<file path="src/rtl/clink_uart_cmd_ctrl_if.sv">
// Command/response bundle between the AXI register logic
// and the Camera Link serial command controller.
interface clink_uart_cmd_ctrl_if #(
  parameter int MAX_BYTES = 16,
  parameter int LEN_W     = 5
);
  logic                   cmd_valid;
  logic                   cmd_ready;
  logic [8*MAX_BYTES-1:0] cmd_data;
  logic [LEN_W-1:0]       cmd_len;
  logic [7:0]             rsp_data;
  logic                   rsp_valid;
  logic                   done;
  logic [1:0]             status;
  logic                   busy;

  modport master (
    output cmd_valid, cmd_data, cmd_len,
    input  cmd_ready, rsp_data, rsp_valid,
    input  done, status, busy
  );

  modport slave (
    input  cmd_valid, cmd_data, cmd_len,
    output cmd_ready, rsp_data, rsp_valid,
    output done, status, busy
  );
endinterface

</file>
<file path="src/rtl/clink_uart_cmd_ctrl.sv">
// Camera Link serial command sequencer: sends one command 8N1,
// then collects the reply until ACK/NAK or timeout.
module clink_uart_cmd_ctrl #(
  parameter int         CLK_DIV        = 868,
  parameter int         MAX_BYTES      = 16,
  parameter int         LEN_W          = 5,
  parameter logic [7:0] ACK_BYTE       = 8'h06,
  parameter logic [7:0] NAK_BYTE       = 8'h15,
  parameter int         TIMEOUT_CYCLES = 10_000_000
) (
  input  logic                  s_axi_aclk,
  input  logic                  s_axi_aresetn,
  clink_uart_cmd_ctrl_if.slave  bus,
  output logic                  tx_serial,
  input  logic                  rx_serial
);

  localparam int DIV_W = $clog2(CLK_DIV);
  localparam int TO_W  = $clog2(TIMEOUT_CYCLES + 1);
  localparam int DW    = 8 * MAX_BYTES;

  localparam logic [DIV_W-1:0] DIV_M1  = DIV_W'(CLK_DIV - 1);
  localparam logic [DIV_W-1:0] HALF_M1 = DIV_W'(CLK_DIV / 2 - 1);
  localparam logic [TO_W-1:0]  TO_M1   = TO_W'(TIMEOUT_CYCLES - 1);
  localparam logic [LEN_W-1:0] MAXB    = LEN_W'(MAX_BYTES);

  typedef enum logic [2:0] {
    IDLE, LOAD, TX_BYTE, RX_WAIT, FINISH
  } state_e;

  typedef enum logic [1:0] {
    R_IDLE, R_START, R_DATA, R_STOP
  } rx_e;

  state_e           state_q, state_d;
  logic [DW-1:0]    data_q, data_d;
  logic [LEN_W-1:0] len_q, len_d;
  logic [LEN_W-1:0] byte_q, byte_d;
  logic [3:0]       bit_q, bit_d;
  logic [DIV_W-1:0] div_q, div_d;
  logic             tx_q, tx_d;
  logic [TO_W-1:0]  to_q, to_d;
  logic [1:0]       status_q, status_d;
  logic [7:0]       rsp_data_q, rsp_data_d;
  logic             rsp_valid_q, rsp_valid_d;

  logic [2:0]       sync_q;
  rx_e              rx_q, rx_d;
  logic [DIV_W-1:0] rcnt_q, rcnt_d;
  logic [2:0]       rbit_q, rbit_d;
  logic [7:0]       rsh_q, rsh_d;
  logic             rx_byte;
  logic             rx_s, fall;
  logic [9:0]       frame;

  assign rx_s  = sync_q[1];
  assign fall  = sync_q[2] & ~sync_q[1];
  assign frame = {1'b1, data_q[7:0], 1'b0};

  // Receiver runs only in RX_WAIT; elsewhere it is held idle
  always_comb begin
    rx_d    = rx_q;
    rcnt_d  = rcnt_q;
    rbit_d  = rbit_q;
    rsh_d   = rsh_q;
    rx_byte = 1'b0;
    if (state_q != RX_WAIT) begin
      rx_d   = R_IDLE;
      rcnt_d = '0;
      rbit_d = '0;
    end else begin
      unique case (rx_q)
        R_IDLE: begin
          if (fall) begin
            rx_d   = R_START;
            rcnt_d = '0;
          end
        end
        R_START: begin
          if (rcnt_q == HALF_M1) begin
            rcnt_d = '0;
            rbit_d = '0;
            rx_d   = rx_s ? R_IDLE : R_DATA;
          end else begin
            rcnt_d = rcnt_q + DIV_W'(1);
          end
        end
        R_DATA: begin
          if (rcnt_q == DIV_M1) begin
            rcnt_d = '0;
            rsh_d  = {rx_s, rsh_q[7:1]};
            rbit_d = rbit_q + 3'd1;
            if (rbit_q == 3'd7) rx_d = R_STOP;
          end else begin
            rcnt_d = rcnt_q + DIV_W'(1);
          end
        end
        R_STOP: begin
          if (rcnt_q == DIV_M1) begin
            rcnt_d  = '0;
            rx_d    = R_IDLE;
            rx_byte = rx_s;
          end else begin
            rcnt_d = rcnt_q + DIV_W'(1);
          end
        end
        default: rx_d = R_IDLE;
      endcase
    end
  end

  always_comb begin
    state_d     = state_q;
    data_d      = data_q;
    len_d       = len_q;
    byte_d      = byte_q;
    bit_d       = bit_q;
    div_d       = div_q;
    tx_d        = 1'b1;
    to_d        = to_q;
    status_d    = status_q;
    rsp_data_d  = rsp_data_q;
    rsp_valid_d = 1'b0;
    unique case (state_q)
      IDLE: begin
        if (bus.cmd_valid) begin
          data_d  = bus.cmd_data;
          len_d   = bus.cmd_len;
          state_d = LOAD;
        end
      end
      LOAD: begin
        if (len_q == '0 || len_q > MAXB) begin
          status_d = 2'b10;
          state_d  = FINISH;
        end else begin
          byte_d  = '0;
          bit_d   = '0;
          div_d   = '0;
          state_d = TX_BYTE;
        end
      end
      TX_BYTE: begin
        tx_d = frame[bit_q];
        if (div_q == DIV_M1) begin
          div_d = '0;
          if (bit_q == 4'd9) begin
            bit_d  = '0;
            data_d = data_q >> 8;
            byte_d = byte_q + LEN_W'(1);
            if (byte_q == len_q - LEN_W'(1)) begin
              to_d    = '0;
              state_d = RX_WAIT;
            end
          end else begin
            bit_d = bit_q + 4'd1;
          end
        end else begin
          div_d = div_q + DIV_W'(1);
        end
      end
      RX_WAIT: begin
        to_d = to_q + TO_W'(1);
        // A byte landing on the timeout cycle wins over the timeout
        if (rx_byte) begin
          rsp_valid_d = 1'b1;
          rsp_data_d  = rsh_q;
          to_d        = '0;
          if (rsh_q == ACK_BYTE) begin
            status_d = 2'b00;
            state_d  = FINISH;
          end else if (rsh_q == NAK_BYTE) begin
            status_d = 2'b11;
            state_d  = FINISH;
          end
        end else if (to_q == TO_M1) begin
          status_d = 2'b01;
          state_d  = FINISH;
        end
      end
      FINISH: state_d = IDLE;
      default: state_d = IDLE;
    endcase
  end

  always_ff @(posedge s_axi_aclk or negedge s_axi_aresetn) begin
    if (!s_axi_aresetn) begin
      state_q     <= IDLE;
      data_q      <= '0;
      len_q       <= '0;
      byte_q      <= '0;
      bit_q       <= '0;
      div_q       <= '0;
      tx_q        <= 1'b1;
      to_q        <= '0;
      status_q    <= 2'b00;
      rsp_data_q  <= '0;
      rsp_valid_q <= 1'b0;
      sync_q      <= 3'b111;
      rx_q        <= R_IDLE;
      rcnt_q      <= '0;
      rbit_q      <= '0;
      rsh_q       <= '0;
    end else begin
      state_q     <= state_d;
      data_q      <= data_d;
      len_q       <= len_d;
      byte_q      <= byte_d;
      bit_q       <= bit_d;
      div_q       <= div_d;
      tx_q        <= tx_d;
      to_q        <= to_d;
      status_q    <= status_d;
      rsp_data_q  <= rsp_data_d;
      rsp_valid_q <= rsp_valid_d;
      sync_q      <= {sync_q[1:0], rx_serial};
      rx_q        <= rx_d;
      rcnt_q      <= rcnt_d;
      rbit_q      <= rbit_d;
      rsh_q       <= rsh_d;
    end
  end

  assign tx_serial     = tx_q;
  assign bus.cmd_ready = (state_q == IDLE);
  assign bus.busy      = (state_q != IDLE);
  assign bus.done      = (state_q == FINISH);
  assign bus.status    = status_q;
  assign bus.rsp_data  = rsp_data_q;
  assign bus.rsp_valid = rsp_valid_q;

endmodule

</file>
<file path="src/flat_wrapper.sv">
// flat-port wrapper written by rule: the top's interface ports become plain ports
module clink_uart_cmd_ctrl_flat 
#(
  parameter int         CLK_DIV        = 868,
  parameter int         MAX_BYTES      = 16,
  parameter int         LEN_W          = 5,
  parameter logic [7:0] ACK_BYTE       = 8'h06,
  parameter logic [7:0] NAK_BYTE       = 8'h15,
  parameter int         TIMEOUT_CYCLES = 10_000_000
)
  (s_axi_aclk, s_axi_aresetn, tx_serial, rx_serial, bus_cmd_valid, bus_cmd_data, bus_cmd_len, bus_cmd_ready, bus_rsp_data, bus_rsp_valid, bus_done, bus_status, bus_busy);
  clink_uart_cmd_ctrl_if #(.MAX_BYTES(MAX_BYTES), .LEN_W(LEN_W)) bus_i ();
  input  logic s_axi_aclk;
  input  logic s_axi_aresetn;
  output logic tx_serial;
  input  logic rx_serial;
  input wire logic [$bits(bus_i.cmd_valid)-1:0] bus_cmd_valid;
  input wire logic [$bits(bus_i.cmd_data)-1:0] bus_cmd_data;
  input wire logic [$bits(bus_i.cmd_len)-1:0] bus_cmd_len;
  output wire logic [$bits(bus_i.cmd_ready)-1:0] bus_cmd_ready;
  output wire logic [$bits(bus_i.rsp_data)-1:0] bus_rsp_data;
  output wire logic [$bits(bus_i.rsp_valid)-1:0] bus_rsp_valid;
  output wire logic [$bits(bus_i.done)-1:0] bus_done;
  output wire logic [$bits(bus_i.status)-1:0] bus_status;
  output wire logic [$bits(bus_i.busy)-1:0] bus_busy;
  assign bus_i.cmd_valid = bus_cmd_valid;
  assign bus_i.cmd_data = bus_cmd_data;
  assign bus_i.cmd_len = bus_cmd_len;
  assign bus_cmd_ready = bus_i.cmd_ready;
  assign bus_rsp_data = bus_i.rsp_data;
  assign bus_rsp_valid = bus_i.rsp_valid;
  assign bus_done = bus_i.done;
  assign bus_status = bus_i.status;
  assign bus_busy = bus_i.busy;
  clink_uart_cmd_ctrl #(.CLK_DIV(CLK_DIV), .MAX_BYTES(MAX_BYTES), .LEN_W(LEN_W), .ACK_BYTE(ACK_BYTE), .NAK_BYTE(NAK_BYTE), .TIMEOUT_CYCLES(TIMEOUT_CYCLES)) u_core (.s_axi_aclk(s_axi_aclk), .s_axi_aresetn(s_axi_aresetn), .bus(bus_i), .tx_serial(tx_serial), .rx_serial(rx_serial));
endmodule
</file>
<file path="config.mk">
export PLATFORM = sky130hd
export DESIGN_NAME = clink_uart_cmd_ctrl_flat
export DESIGN_NICKNAME = d
export VERILOG_FILES = /design/src/rtl/clink_uart_cmd_ctrl_if.sv /design/src/rtl/clink_uart_cmd_ctrl.sv /design/src/flat_wrapper.sv
export SDC_FILE = /design/constraint.sdc
export NUM_CORES = 1
export LEC_CHECK = 0
export ABC_AREA = 0
export CAP_MARGIN = 20
export CORE_MARGIN = 1.5
export CORE_UTILIZATION = 25
export DETAILED_ROUTE_END_ITERATION = 6
export GPL_TIMING_DRIVEN = 0
export PLACE_DENSITY = 0.5
export SLEW_MARGIN = 20
export SYNTH_ARGS = -nofsm -noshare
export SYNTH_HDL_FRONTEND = slang
export SYNTH_SLANG_ARGS = --single-unit
export TNS_END_PERCENT = 5
</file>
<file path="constraint.sdc">
create_clock -name s_axi_aclk -period 2.4 [get_ports s_axi_aclk]
set_input_delay 0.36 -clock s_axi_aclk [delete_from_list [all_inputs] [get_ports s_axi_aclk]]
set_output_delay 0.36 -clock s_axi_aclk [all_outputs]
set_load 0.02 [all_outputs]
</file>
==> results.ini, run 1 <==
[synthesis]
syn_area_sq_um=10500
synth_edf_count=0
yosysSeqAreaShare_pct=51.6
ys_ff_latch=217
synthCells=1182
synth_cell_types=62
ys_warn_count=0
synth_ff_type=dfrtp_1
async_reset_ff_share_pct=100
synth_area_per_cell_sq_um=8.91
synth_fp_nets=1335

[clocking]
clk_latency_ps=540
cts_sinks=217
cts_buffers=27
clock-root-buffer=clkbuf_16
h-tree-depth=1
cts_tree=yes
path_clk_slew_ps=60
clockBufferDepth=3

[sta]
setup-tns-final_ps=-1240
period_share_pct=102
fin_skew_ps=15.3
slew_violations=0
grt_setup_unrepaired=yes
hold_violations=0
whs_ps=238
worst_pin_slew_ps=691
setup_slack_ps=-51.3
setup-violations-final=66
max_freq_mhz=408
min_period_ps=2450
slew_headroom_pct=53.6

[setup_path]
slowest_stage=or4_4
cpPeakStageDelay_ps=570
worstSetupPathType=reg2reg
worstSetupStartpointType=flop
crit_path_cell_trace=inv_2 > ha_4 > nand3b_4 > or4_4 > a2111oi_4 > buf_6 > clkbuf_16 > buf_8 > nor2_1 > a31oi_1
arrival_ps=2900
path_max_fanout=10
cp-end-kind=flop
critPathRequiredTime_ps=2850

[final_layout]
diodes=0
areaGrowthSynthToFinish_pct=34.8
layout-drive-gt1-share_pct=12.1
layout_common_cells=290 x nand2_1, 208 x dfrtp_1, 148 x clkdlybuf4s50_1, 144 x nor2_1, 144 x a31oi_1
multi_input_area_sq_um=4840
fin_nets=1526
regArea_sq_um=5440
layout_commonest_cell=nand2_1
fillCellCount=4299

[global_route]
antenna_found_initial=0
grt_overflow=0
grt_usage_pct=14.1
grt_max_degree=98
grt_pass1_wl_um=49800
grt_pass1_vias=9202

[die]
rows=75
io_pins=152
core_sq_um=41800
start_util_pct=25.2
chipWidth_um=208
die_y_um=208
die_area_sq_um=43400

[power]
p_per_area_nw_per_um2=606
p_leak_nw=6.00
ir_drop_v=0.000387

[flow_run]
drv_cap=0

[status]
violations=negative setup slack
status=finished, violations left

[routing]
wl_um=31300
wl_per_cell_um=16.2
ant_nets=0
drtIter0Drc=450
via_per_inst=4.74
drc=0
vias=9164
dr.pass1.iters=5

[place]
port_buffers=151
hpwl_um=22200
place_congestion=0.810

[worst_hold_path]
hp-class=in2reg

[worst paths after layout]
| check | start | to | slack (ps) | depth (start not counted) |
|---|---|---|---|---|
| worst max-delay path | u_core.bit_q[1] | u_core.data_q[108] | -50 | 10 |
| worst min-delay path | rx_serial | u_core.sync_q[0] | 240 | 1 |
| worst max register to register | u_core.bit_q[1] | u_core.data_q[108] | -50 | 10 |
| worst min register to register | u_core.sync_q[0] | u_core.sync_q[1] | 360 | 0 |
| max in group asynchronous | s_axi_aresetn | u_core.div_q[3] | 1330 | 3 |
| min in group asynchronous | s_axi_aresetn | u_core.bus.rsp_data[0] | 270 | 2 |
[per-stage QoR]
step / setup WS (ps) / utilization, % / cells / area [sq um] / power, mW
2_1_floorplan: -46.3 / - / 1182 / 10500 / 4.01
4_1_cts: -25.8 / 33.4 / 1927 / 14000 / 8.73
3_3_place_gp: -8700 / 30.5 / 1872 / 12700 / 4.37
6_report: -51.3 / 34.0 / 1932 / 14200 / 8.60
3_5_place_dp: -721 / 30.6 / 1874 / 12800 / 4.39
5_1_grt: -160 / 34.0 / 1932 / 14200 / 8.92
[cells by family (layout without fill, tap and decap cells)]
kind of cell	count (synthesis)	in the layout	share of synthesized area (%)
compound gates	269	269	16.7
xor+xnor	9	9	0.748
fa+ha+maj	16	16	1.90
buf+inv	97	308	3.98
mux	25	25	2.72
simple gates	549	549	22.4
flops	217	217	51.6
[worst max-delay path, delay by kind of cell, from the launching register on]
kind / cells / cell delay (ps)
and+or+nand+nor: 3 / 700
AOI/OAI and AO/OA: 2 / 520
buffers and inverters: 4 / 600
adders and majority gates: 1 / 130
DFF: 1 / 410
[cell type report]
class	instances	share of cell area [%]
inverter	23	0.608
timing repair buffer	168	12.3
buffer	68	3.33
clock buffer	33	5.20
tap	539	4.75
sequential	217	38.3
multi-input combinational	868	34.1
clock inverter	16	1.43
[cell usage after synthesis, types with 6 or more instances]
| cell type | instances | area (sq um) |
|---|---|---|
| nand4_1 | 6 | 37.5 |
| inv_1 | 23 | 86.3 |
| ha_1 | 16 | 200 |
| buf_4 | 9 | 67.6 |
| a22o_1 | 10 | 87.6 |
| a31oi_1 | 145 | 907 |
| nand3_1 | 24 | 120 |
| dfrtp_1 | 213 | 5330 |
| nand2_1 | 292 | 1100 |
| and3_1 | 12 | 75.1 |
| a21oi_1 | 19 | 95.1 |
| xnor2_1 | 7 | 61.3 |
| mux2_2 | 19 | 214 |
| buf_2 | 17 | 85.1 |
| o21ai_0 | 42 | 210 |
| nor3_1 | 12 | 60.1 |
| clkbuf_1 | 48 | 180 |
| or4_1 | 7 | 52.6 |
| nor2_1 | 150 | 563 |
| o31ai_1 | 11 | 82.6 |
[power by group]
part	leakage, nW	switching, mW	internal [mW]
logic	2.83	0.201	0.284
registers	2.71	0.0620	3.77
clock network	0.458	1.66	2.62
[routing by layer]
layer  up-vias  share of wire [%]  wire length [um]  global-route usage, %
met5         -                  0                 0                      0
met4         0                1.8               565                   3.20
met3        31                3.8              1200                   1.96
met2       166                 45             14200                   22.6
met1      4421                 49             15300                   20.2
li1       4546                  -                 -                      -
[registers in the layout, summed over array words and instances, names as in the netlist, 2 cells and up]
| name | flops |
|---|---|
| u_core.div_q | 10 |
| u_core.sync_q | 3 |
| u_core.data_q | 128 |
| u_core.rbit_q | 3 |
| u_core.bus.status | 2 |
| u_core.rx_q | 2 |
| u_core.state_q | 3 |
| u_core.byte_q | 5 |
| u_core.rsh_q | 8 |
| u_core.bus.rsp_data | 8 |
| u_core.to_q | 24 |
| u_core.rcnt_q | 10 |
| u_core.len_q | 5 |
| u_core.bit_q | 4 |
[repair_timing]
action | 4_1_cts | 5_1_grt
gates resized for setup | 62 | 49
hold buffers | 1 | 0
hold endpoints to repair | 27 | 0
endpoints found under the setup margin | 194 | 181
pin swaps | 3 | 6
gates cloned | 0 | 3
buffers inserted | 8 | 3
(Power assumes the default switching activity.)
==> run 2, diff against run 1 <==
--- a/config.mk
+++ b/config.mk
@@ -11,7 +11,7 @@
 export CORE_UTILIZATION = 25
 export DETAILED_ROUTE_END_ITERATION = 6
 export GPL_TIMING_DRIVEN = 0
-export PLACE_DENSITY = 0.5
+export PLACE_DENSITY = 0.49
 export SLEW_MARGIN = 20
 export SYNTH_ARGS = -nofsm -noshare
 export SYNTH_HDL_FRONTEND = slang
==> constraint.sdc (replaced) <==
create_clock -name s_axi_aclk -period 3 [get_ports s_axi_aclk]
set_input_delay 0.45 -clock s_axi_aclk [delete_from_list [all_inputs] [get_ports s_axi_aclk]]
set_output_delay 0.45 -clock s_axi_aclk [all_outputs]
set_load 0.02 [all_outputs]
==> run 2 against run 1 <==
  * The flow now finishes without violations
  * Global-route usage is 0.13 points higher
  * Final cell count hardly changed
  * Power is 20% lower
  * Critical endpoint is now bus_cmd_ready
==> results.ini, run 2 (synthesized netlist as in run 1, its figures left out) <==
[status]
status=finished, final reports clean

[sta]
setup-violations-final=0
slew_violations=0
setup_slack_ps=164
slew_headroom_pct=25.2
whs_ps=319
fin_skew_ps=12.1
period_share_pct=94.5
grt_setup_unrepaired=yes
min_period_ps=2840
max_freq_mhz=353
hold_violations=0
setup-tns-final_ps=0
worst_pin_slew_ps=1110

[power]
p_leak_nw=5.84
total_power_mw=6.85
ir_drop_v=0.000500
p_per_area_nw_per_um2=498

[place]
post-place-ws_ps=-127
port_buffers=151
placed_cell_area_sq_um=12800
hpwl_um=22400
place_congestion=0.806
dp_cells=1874

[global_route]
grt_pass1_vias=9187
use_met1_pct=20.3
grt_max_degree=83
grtUsageMet3_pct=2.14
gr-max-usage-layer=met2
grt_util_met2_pct=22.2
grt_pass1_wl_um=50200
grt_usage_pct=14.3
antenna_found_initial=5
grt_overflow=0

[setup_path]
cp-end-kind=output port
path_max_fanout=9
worstSetupPathType=reg2out
critPathRequiredTime_ps=2550
worstSetupStartpointType=flop
arrival_ps=2390
ff2ff_setup_slack_ps=170

[routing]
drc=0
via_per_inst=4.72
wl_per_cell_um=16.0
dr.pass1.iters=5
vias=9110
wl_um=30900
ant_nets=0
drtIter0Drc=595

[clocking]
path_clk_slew_ps=60
h-tree-depth=1
cts_tree=yes
cts_sinks=217
cts_buffers=27
clock-root-buffer=clkbuf_16
clk_latency_ps=540
clockBufferDepth=3

[worst_hold_path]
hp-class=in2reg

[final_layout]
fillCellCount=4383
fin_nets=1520
utilization_pct=32.9
layout_common_cells=292 x nand2_1, 213 x dfrtp_1, 150 x nor2_1, 150 x clkdlybuf4s50_1, 145 x a31oi_1
layout-drive-gt1-share_pct=7.93
regMostFlops=u_core.data_q
largestRegisters=u_core.data_q x128, u_core.to_q x24
largest_register_ffs=128
layout.cells.non_filler=1931
layout_commonest_cell=nand2_1
areaGrowthSynthToFinish_pct=30.6
finalInstanceArea_sq_um=13800

[die]
die_area_sq_um=43400
chipWidth_um=208
core_sq_um=41800
die_y_um=208
io_pins=152
start_util_pct=25.2
rows=75

[flow_run]
drv_cap=0

[run 2: repair_timing]
action                                 4_1_cts  5_1_grt
pin swaps                                    1        0
endpoints found under the hold margin       70        0
resized for setup                            1        9
hold buffers                                 1        0
setup endpoints to repair                  100       85
buffers inserted                             2        0
[run 2: final timing paths]
check                                  start  depth (start not counted)                      to
min reg2reg                 u_core.sync_q[0]                          0        u_core.sync_q[1]
min                                rx_serial                          1        u_core.sync_q[0]
max                        u_core.state_q[1]                          4           bus_cmd_ready
max reg2reg                  u_core.bit_q[1]                          9      u_core.data_q[110]
max in group asynchronous      s_axi_aresetn                          4       u_core.data_q[40]
min in group asynchronous      s_axi_aresetn                          2  u_core.bus.rsp_data[0]
[run 2: metal layers]
| metal | vias up | wire length (um) |
|---|---|---|
| met5 | - | 0 |
| met4 | 0 | 636 |
| met3 | 33 | 1230 |
| met2 | 179 | 13900 |
| met1 | 4364 | 15200 |
| li1 | 4534 | - |
[run 2: worst max-delay path, cell delays in order (launching register included)]
cell and delay, ps:
dfrtp_1 350, clkbuf_1 210, or3_1 550, inv_1 130, clkdlybuf4s50_1 610
[run 2: final cells by class]
| class | count | area, sq um | area share [%] |
|---|---|---|---|
| sequential | 217 | 5440 | 39.5 |
| multi-input combinational | 868 | 4690 | 34.1 |
| timing repair buffer | 156 | 1600 | 11.6 |
| clock buffer | 37 | 753 | 5.48 |
| tap | 539 | 674 | 4.90 |
| buffer | 74 | 340 | 2.47 |
| clock inverter | 12 | 169 | 1.23 |
| inverter | 23 | 86.3 | 0.628 |
| antenna | 5 | 12.5 | 0.0910 |
[run 2: report_power, final]
| group | internal (mW) | switching, mW |
|---|---|---|
| Combinational | 0.226 | 0.161 |
| Clock | 2.09 | 1.31 |
| Sequential | 3.01 | 0.0487 |
| Total | 5.33 | 1.52 |
==> run 3, diff against run 2 <==
--- a/config.mk
+++ b/config.mk
@@ -6,6 +6,7 @@
 export NUM_CORES = 1
 export LEC_CHECK = 0
 export ABC_AREA = 0
+export ABC_CLOCK_PERIOD_IN_PS = 3000
 export CAP_MARGIN = 20
 export CORE_MARGIN = 1.5
 export CORE_UTILIZATION = 25
==> results of run 3 <==
Final layout, timing and power as in run 2 (identical DEF).
